File: src/rtl/fp_div_seq.sv
// fp_div_seq: multi-cycle fp16 divider, quot = opA / opB.
// Scales a vertex delta by its out-degree in the graph-update datapath.
// Shares the adder's operand conventions: exponent 0 is read as exponent 1
// with no implicit one, exponent 31 is an ordinary value (no NaN/Inf), and
// results are rounded by adding the guard bit.
//
// Ports:
//   clock        rising-edge clock
//   reset        synchronous, active-high
//   in_valid     operands present on opA/opB
//   in_ready     idle, an operand pair will be accepted
//   opA, opB     fp16 dividend / divisor
//   out_valid    result held on quot/div_by_zero
//   out_ready    consumer accepts the result
//   quot         fp16 quotient
//   div_by_zero  divisor magnitude was zero for this result
module fp_div_seq (
  input  logic        clock,
  input  logic        reset,
  input  logic        in_valid,
  output logic        in_ready,
  input  logic [15:0] opA,
  input  logic [15:0] opB,
  output logic        out_valid,
  input  logic        out_ready,
  output logic [15:0] quot,
  output logic        div_by_zero
);

  localparam logic [2:0] S_IDLE  = 3'd0;
  localparam logic [2:0] S_NORM  = 3'd1;
  localparam logic [2:0] S_DIV   = 3'd2;
  localparam logic [2:0] S_ROUND = 3'd3;
  localparam logic [2:0] S_DONE  = 3'd4;

  logic [2:0]         r_state;
  logic               r_in_ready;
  logic               r_out_valid;
  logic [15:0]        r_quot;
  logic               r_dbz;
  logic               r_sign;
  logic [10:0]        r_ma;
  logic [10:0]        r_mb;
  logic signed [6:0]  r_ea;
  logic signed [6:0]  r_eb;
  logic [11:0]        r_rem;
  logic [12:0]        r_q;
  logic [3:0]         r_cnt;

  // Round the 13-bit quotient (q[12] = integer bit), then saturate or flush.
  function automatic logic [15:0] f_round_pack(input logic sgn,
                                               input logic signed [6:0] e_base,
                                               input logic [12:0] q);
    logic signed [6:0] e;
    logic [11:0]       m;
    logic              g;
    if (q[12]) begin
      m = {1'b0, q[12:2]};
      g = q[1];
      e = e_base;
    end else begin
      m = {1'b0, q[11:1]};
      g = q[0];
      e = e_base - 7'sd1;
    end
    m = m + {11'd0, g};
    // Rounding carried out of the 11-bit mantissa: renormalise.
    if (m[11]) begin
      m = 12'd1024;
      e = e + 7'sd1;
    end
    if (e >= 7'sd31)
      return {sgn, 5'h1f, 10'h000};
    else if (e <= 7'sd0)
      return {sgn, 15'h0000};
    else
      return {sgn, e[4:0], m[9:0]};
  endfunction

  // Operand unpack: zero exponent reads as 1 with no implicit one.
  logic [10:0]       w_ma_in;
  logic [10:0]       w_mb_in;
  logic signed [6:0] w_ea_in;
  logic signed [6:0] w_eb_in;
  logic              w_sign_in;

  assign w_sign_in = opA[15] ^ opB[15];
  assign w_ma_in   = {|opA[14:10], opA[9:0]};
  assign w_mb_in   = {|opB[14:10], opB[9:0]};
  assign w_ea_in   = (opA[14:10] == 5'd0) ? 7'sd1 : $signed({2'b00, opA[14:10]});
  assign w_eb_in   = (opB[14:10] == 5'd0) ? 7'sd1 : $signed({2'b00, opB[14:10]});

  // Normalisation step: shift each mantissa whose MSB is still clear.
  logic [10:0]       w_ma_sh;
  logic [10:0]       w_mb_sh;
  logic signed [6:0] w_ea_sh;
  logic signed [6:0] w_eb_sh;
  logic              w_norm_done;

  assign w_ma_sh     = r_ma[10] ? r_ma : {r_ma[9:0], 1'b0};
  assign w_mb_sh     = r_mb[10] ? r_mb : {r_mb[9:0], 1'b0};
  assign w_ea_sh     = r_ma[10] ? r_ea : r_ea - 7'sd1;
  assign w_eb_sh     = r_mb[10] ? r_mb[10] ? r_eb : r_eb : r_eb - 7'sd1;
  assign w_norm_done = w_ma_sh[10] & w_mb_sh[10];

  // Restoring-division step. After subtraction rem < mB < 2048, so the
  // left shift never loses a set bit.
  logic        w_ge;
  logic [11:0] w_rem_sub;
  logic [11:0] w_rem_nx;

  assign w_ge      = (r_rem >= {1'b0, r_mb});
  assign w_rem_sub = w_ge ? (r_rem - {1'b0, r_mb}) : r_rem;
  assign w_rem_nx  = w_rem_sub << 1;

  always_ff @(posedge clock) begin
    if (reset) begin
      r_state     <= S_IDLE;
      r_in_ready  <= 1'b1;
      r_out_valid <= 1'b0;
      r_quot      <= 16'h0000;
      r_dbz       <= 1'b0;
      r_sign      <= 1'b0;
      r_ma        <= 11'd0;
      r_mb        <= 11'd0;
      r_ea        <= 7'sd0;
      r_eb        <= 7'sd0;
      r_rem       <= 12'd0;
      r_q         <= 13'd0;
      r_cnt       <= 4'd0;
    end else begin
      case (r_state)
        S_IDLE: begin
          if (in_valid) begin
            r_sign     <= w_sign_in;
            r_in_ready <= 1'b0;
            if (opB[14:0] == 15'd0) begin
              // Divide by zero wins over a zero dividend.
              r_quot      <= {w_sign_in, 5'h1f, 10'h000};
              r_dbz       <= 1'b1;
              r_out_valid <= 1'b1;
              r_state     <= S_DONE;
            end else if (opA[14:0] == 15'd0) begin
              r_quot      <= {w_sign_in, 15'h0000};
              r_dbz       <= 1'b0;
              r_out_valid <= 1'b1;
              r_state     <= S_DONE;
            end else begin
              r_ma    <= w_ma_in;
              r_mb    <= w_mb_in;
              r_ea    <= w_ea_in;
              r_eb    <= w_eb_in;
              r_state <= S_NORM;
            end
          end
        end
        S_NORM: begin
          r_ma <= w_ma_sh;
          r_mb <= w_mb_sh;
          r_ea <= w_ea_sh;
          r_eb <= w_eb_sh;
          if (w_norm_done) begin
            r_rem   <= {1'b0, w_ma_sh};
            r_q     <= 13'd0;
            r_cnt   <= 4'd0;
            r_state <= S_DIV;
          end
        end
        S_DIV: begin
          r_rem <= w_rem_nx;
          r_q   <= {r_q[11:0], w_ge};
          r_cnt <= r_cnt + 4'd1;
          if (r_cnt == 4'd12)
            r_state <= S_ROUND;
        end
        S_ROUND: begin
          r_quot      <= f_round_pack(r_sign, r_ea - r_eb + 7'sd15, r_q);
          r_dbz       <= 1'b0;
          r_out_valid <= 1'b1;
          r_state     <= S_DONE;
        end
        S_DONE: begin
          if (out_ready) begin
            r_out_valid <= 1'b0;
            r_in_ready  <= 1'b1;
            r_state     <= S_IDLE;
          end
        end
        default: begin
          r_out_valid <= 1'b0;
          r_in_ready  <= 1'b1;
          r_state     <= S_IDLE;
        end
      endcase
    end
  end

  assign in_ready    = r_in_ready;
  assign out_valid   = r_out_valid;
  assign quot        = r_quot;
  assign div_by_zero = r_dbz;

endmodule

File: config.mk
export PLATFORM = sky130hd
export DESIGN_NAME = fp_div_seq
export DESIGN_NICKNAME = d
export VERILOG_FILES = /design/src/rtl/fp_div_seq.sv
export SDC_FILE = /design/constraint.sdc
export NUM_CORES = 1
export LEC_CHECK = 0
export BUFFER_PORTS_ARGS = -buffer_cell sky130_fd_sc_hd__buf_2
export CAP_MARGIN = 5
export CORE_MARGIN = 1
export CORE_UTILIZATION = 62
export CTS_BUF_LIST = sky130_fd_sc_hd__clkbuf_8
export DETAILED_ROUTE_END_ITERATION = 7
export PLACE_DENSITY_LB_ADDON = 0.25
export SLEW_MARGIN = 20
export SYNTH_ARGS = -nofsm -noshare
export SYNTH_HDL_FRONTEND = slang
export SYNTH_SLANG_ARGS = --single-unit
File: constraint.sdc
create_clock -name clock -period 4.47 [get_ports clock]
set_input_delay 0.447 -clock clock [delete_from_list [all_inputs] [get_ports clock]]
set_output_delay 0.447 -clock clock [all_outputs]
set_load 0.02 [all_outputs]
# Word-level counts from Yosys, hierarchy flattened
# Cells that the tools add are included.
# totals
elab_cells	132
regBits	88
input_bits	36
# op_classes
eq_ne	14
n_addsub	9
mux	67
reduce_logical	21
n_bitwise	4
n_lt_le_gt_ge	3
# op_table
operator	count
two-way mux 11 bit	10
two-way mux 7 bit	14
two-way mux 16 bit	3
case mux 11 bit (2 select lines)	2
two-way mux 12 bit	3
case mux 16 bit (2 select lines)	1
zero test 15 bit	2
two-way mux 15 bit	2
case mux 7 bit (2 select lines)	2
case mux 13 bit (2 select lines)	1
case mux 12 bit (2 select lines)	1
subtractor 7 x 2 -> 7 bit, second input constant	3
two-way mux 3 bit	6
!= test 2 bit, second input constant	8
case mux 3 bit (5 select lines)	1
two-way mux 13 bit	1
adder 12 x 1 -> 12 bit	1
greater-or-equal comparator 12 x 11 -> 1 bit	1
two-way mux 1 bit	12
AND reduction 4 bit	3
subtractor 11 bit	1
zero test 5 bit	2
two-way mux 10 bit	1
two-way mux 5 bit	2
other kinds (27)	35

# Longest topological paths before layout
# depth
depth_word	14
depth_mapped	16

# Least setup slack after synthesis
# Ideal clock, no wire load.
# synth_path
path_kind	register to register
startpoint	register r_eb[1]
endpoint	register r_quot[14] (netlist: quot[14])
path_stages_with_launch	17
setup_time_ns	0.116
period_less_slack_ns	3.456
arrival_ns	3.339
slack_ns	1.014
required_ns	4.354
path_cell_list	dfxtp_1 -> inv_1 -> ha_1 -> ha_1 -> inv_1 -> ha_1 -> mux2i_1 -> ha_1 -> xor2_1 -> xor2_1 -> o2bb2ai_1 -> a31o_2 -> and3_1 -> mux2i_1 -> buf_2 -> nand2_1 -> a31o_2
# synth_between
elab_chain_len	14
elab_cells_between_ends	15
cone_classes	add/sub (4); order compare (2); mux (9)
# synth_rtl
item	line	rtl
start, declared	45	logic signed [6:0] r_eb;
start signal, assigned	152	r_eb <= w_eb_in;
start signal, assigned	161	r_eb <= w_eb_sh;
subtractor 7 bit *	177	r_quot <= f_round_pack(r_sign, r_ea - r_eb + 7'sd15, r_q);
adder 7 x 5 -> 7 bit *	177	
subtractor 7 x 2 -> 7 bit	64	e = e_base - 7'sd1;
two-way mux 7 bit *	57	if (q[12]) begin
two-way mux 7 bit *	132	case (r_state)
two-way mux 7 bit *	117	if (reset) begin
adder 7 x 2 -> 7 bit	70	e = e + 7'sd1;
two-way mux 7 bit *	68	if (m[11]) begin
two-way mux 7 bit *	132	
two-way mux 7 bit *	117	
<= comparator 7 x 1 -> 1 bit	74	else if (e <= 7'sd0)
two-way mux 15 bit	74	
two-way mux 15 bit *	72	if (e >= 7'sd31)
case mux 16 bit (2 select lines) *	132	
end signal, assigned	139	r_quot <= {w_sign_in, 5'h1f, 10'h000};
end signal, assigned	144	r_quot <= {w_sign_in, 15'h0000};
end signal, assigned	177	
end, declared	39	logic [15:0] r_quot;
# Every way passes the cells marked *; elsewhere a longest branch is shown, timed or not. The select of a mux whose other input is x is not followed.
# A chain may end at the register's enable or synchronous reset.

# Worst setup path after layout
# layout_path
startpoint	register r_eb[1]
endpoint	register r_quot[11] (netlist: quot[11])
# The elaborated chain is that of the path after synthesis.

==> flow_summary.toml <==
[yosys]
synth_top_area_share_pct = 30.7
postSynthCellCount = 738
synth_warnings = 0
synthTopCellsByArea = "dfxtp_1, ha_1, a21oi_1"
syn_area_per_cell_sq_um = 7.77
syn_nets = 806
synth_area_leader_cell = "dfxtp_1"
netlist_area_sq_mm = 0.00573
synth_ff_type = "dfxtp_1"
synth-edff-count = 0
ys_seq_area_share_pct = 30.7
synth_seq_cells = 88
synthArstFlopShare_pct = 0
synth_cell_types = 61

[sta]
skew_ps = 13.7
slew_violations = 0
maxSlewHeadroom_pct = 34.3
period_minus_slack_ps = 3940
worst_slew_pin_slew_ps = 986
rsz0062_at_grt = "no"
finalCritPeriodShare_pct = 88.2
finalHoldViolCount = 0
max_freq_ghz = 0.254
setup_violations = 0
fin_setup_tns_ps = 0

[die]
fp.dieH_um = 98.2
row_count = 34
io_pins = 55
die_area_sq_mm = 0.00964
coreArea_sq_mm = 0.00885
start_util_pct = 64.8
die-width_um = 98.2

[global_routing]
grt_pass1_vias = 5013
grt_first_pass_wirelength_um = 23800
grt_max_degree = 44
grt-busiest-layer = "met2"
use_met3_pct = 3.65
gr-usage-met1_pct = 41.3
grt_use_met2_pct = 50.5
grt_overflow_total = 0
antenna_found_initial = 0
track_usage_pct = 30.3

[place]
place_congestion = 0.932
placed_area_sq_mm = 0.00602
hpwl_um = 10400
port_buffers = 54

[critical_path]
cp-start-kind = "register"
crit_type = "reg2reg"
cp.arrival_ps = 4260
end_kind = "register"
crit_required_ps = 4780
reg2regPathDepth = 14
cp_max_fo = 12

[finish]
layout-drive-gt1-share_pct = 13.0
stdcell_area_sq_mm = 0.00620
layout_commonest_cell = "dfxtp_1"
diodes = 0
synthToLayoutAreaGrowth_pct = 8.23
finalNetCount = 833
nFillCells = 739
layout_common_cells = "dfxtp_1, a21oi_1, nor2_1"

[status]
status = "finished with violations"
violations = "design-rule violations"

[clocking]
max-clock-path-buffers = 2
cts_hold_buf = 0
cts-resized-gates = 0
cts-root-buf = "clkbuf_8"
post_cts_buffers = 0
htreeDepth = 3
cts_inserted_buffers = 9
clkSinkCount = 88
cts_tree = "yes"
path_clk_slew_ps = 100
clock_latency_ps = 370

[routing]
wl_per_cell_um = 16.2
postRouteAntennaNets = 0
wl_um = 14200
avgViaCountPerCell = 6.28
dr.pass1.iters = 8
drc = 5
routed-via-count = 5517
drt_iter0_markers = 440

[worst_hold_path]
hold_depth = 3
hp-class = "in2reg"

[power]
power_leakage_nw = 2.45
peakVddDrop_mv = 0.269
powerDensity_mw_per_mm2 = 482

[run]
cap_violations = 0
cell type report:
type                    count  area [sq um]  area share, %
clock buffers               9           124           2.00
clock inverters             7          65.1           1.05
repair buffers             64           345           5.57
flip-flops and latches     88          1760           28.4
inverters                  46           173           2.78
well taps                 108           135           2.18
multi-input cells         556          3600           58.0
final timing paths:
check | start | endpoint | slack, ps
setup / recovery | r_eb[1]$_SDFFE_PP0P_ | quot[11]$_SDFFE_PP0P_ | 530
hold / removal | opB[0] | r_mb[0]$_SDFFE_PP0P_ | 330
setup reg to reg | r_eb[1]$_SDFFE_PP0P_ | quot[11]$_SDFFE_PP0P_ | 530
hold reg to reg | div_by_zero$_SDFFE_PP0P_ | div_by_zero$_SDFFE_PP0P_ | 460
registers in the layout, summed over array words and instances (netlist names), 3 cells and up:
register and cells:
r_ma 11, r_state 3, r_ea 7, quot 16
r_q 13, r_rem 12, r_eb 7, r_mb 11
r_cnt 4
logic make-up after synthesis:
group | synth area share, %
and+or+nand+nor | 23.2
AOI/OAI and AO/OA | 23.1
adders and majority gates | 7.25
DFF | 30.7
xor gates and xnor gates | 4.58
buffers and inverters | 6.55
muxes | 4.63
cell usage after synthesis (all sizes together), types with 3 or more instances:
| cell type | n |
|---|---|
| and2 | 6 |
| ha | 30 |
| a21oi | 70 |
| a22oi | 12 |
| mux2 | 4 |
| nor2b | 12 |
| o22ai | 4 |
| and3b | 3 |
| a221oi | 10 |
| nand3 | 34 |
| a22o | 3 |
| xor2 | 11 |
| nor3 | 26 |
| nand2b | 8 |
| a311oi | 3 |
| xnor2 | 19 |
| clkbuf | 34 |
| a32o | 8 |
| or2 | 6 |
| nor2 | 68 |
| inv | 45 |
| mux2i | 22 |
| nor3b | 5 |
| a21boi | 3 |
| dfxtp | 88 |
| o21ai | 36 |
| a31oi | 4 |
| a31o | 3 |
| a211o | 6 |
| nor4 | 5 |
| nor4b | 3 |
| nand2 | 67 |
| or4 | 7 |
| a211oi | 19 |
| and3 | 5 |
| o21a | 5 |
| nand4 | 6 |
| buf | 14 |
| o311a | 3 |
per-stage QoR:
step / hold slack, ps / total power [mW] / cells / setup slack [ps] / util, %
2_1_floorplan: 443 / 2.11 / 738 / 1010 / -
3_3_place_gp: 439 / 2.39 / 862 / 751 / 68.0
3_5_place_dp: 449 / 2.44 / 862 / 592 / 68.0
4_1_cts: 327 / 2.97 / 878 / 564 / 70.1
5_1_grt: 355 / 3.21 / 878 / 149 / 70.1
6_report: 330 / 2.99 / 878 / 529 / 70.1
critical path, stage by stage, from the launching register on:
cell	delay (ps)
dfxtp_1	360
inv_1	70
ha_1	290
ha_1	220
inv_1	70
fa_1	540
xor2_1	230
o41ai_1	560
and2_1	280
a31o_2	120
and3_1	150
mux2i_1	60
buf_4	180
nor4b_1	580
a211o_1	180
metal layers:
metal	part of all wire, %	vias to the layer above	routed length [um]
li1	-	2706	-
met2	47	202	6740
met1	45	2585	6440
met4	1.8	0	260
met3	5.5	24	778
met5	0	-	0
power by group:
group          leakage, nW  total (mW)  internal [mW]  switching, mW
logic                 1.65        1.50          0.611          0.889
registers            0.717       0.952          0.864         0.0876
clock network       0.0852       0.538          0.211          0.326
Note: power is estimated with default switching activity, not from simulation.
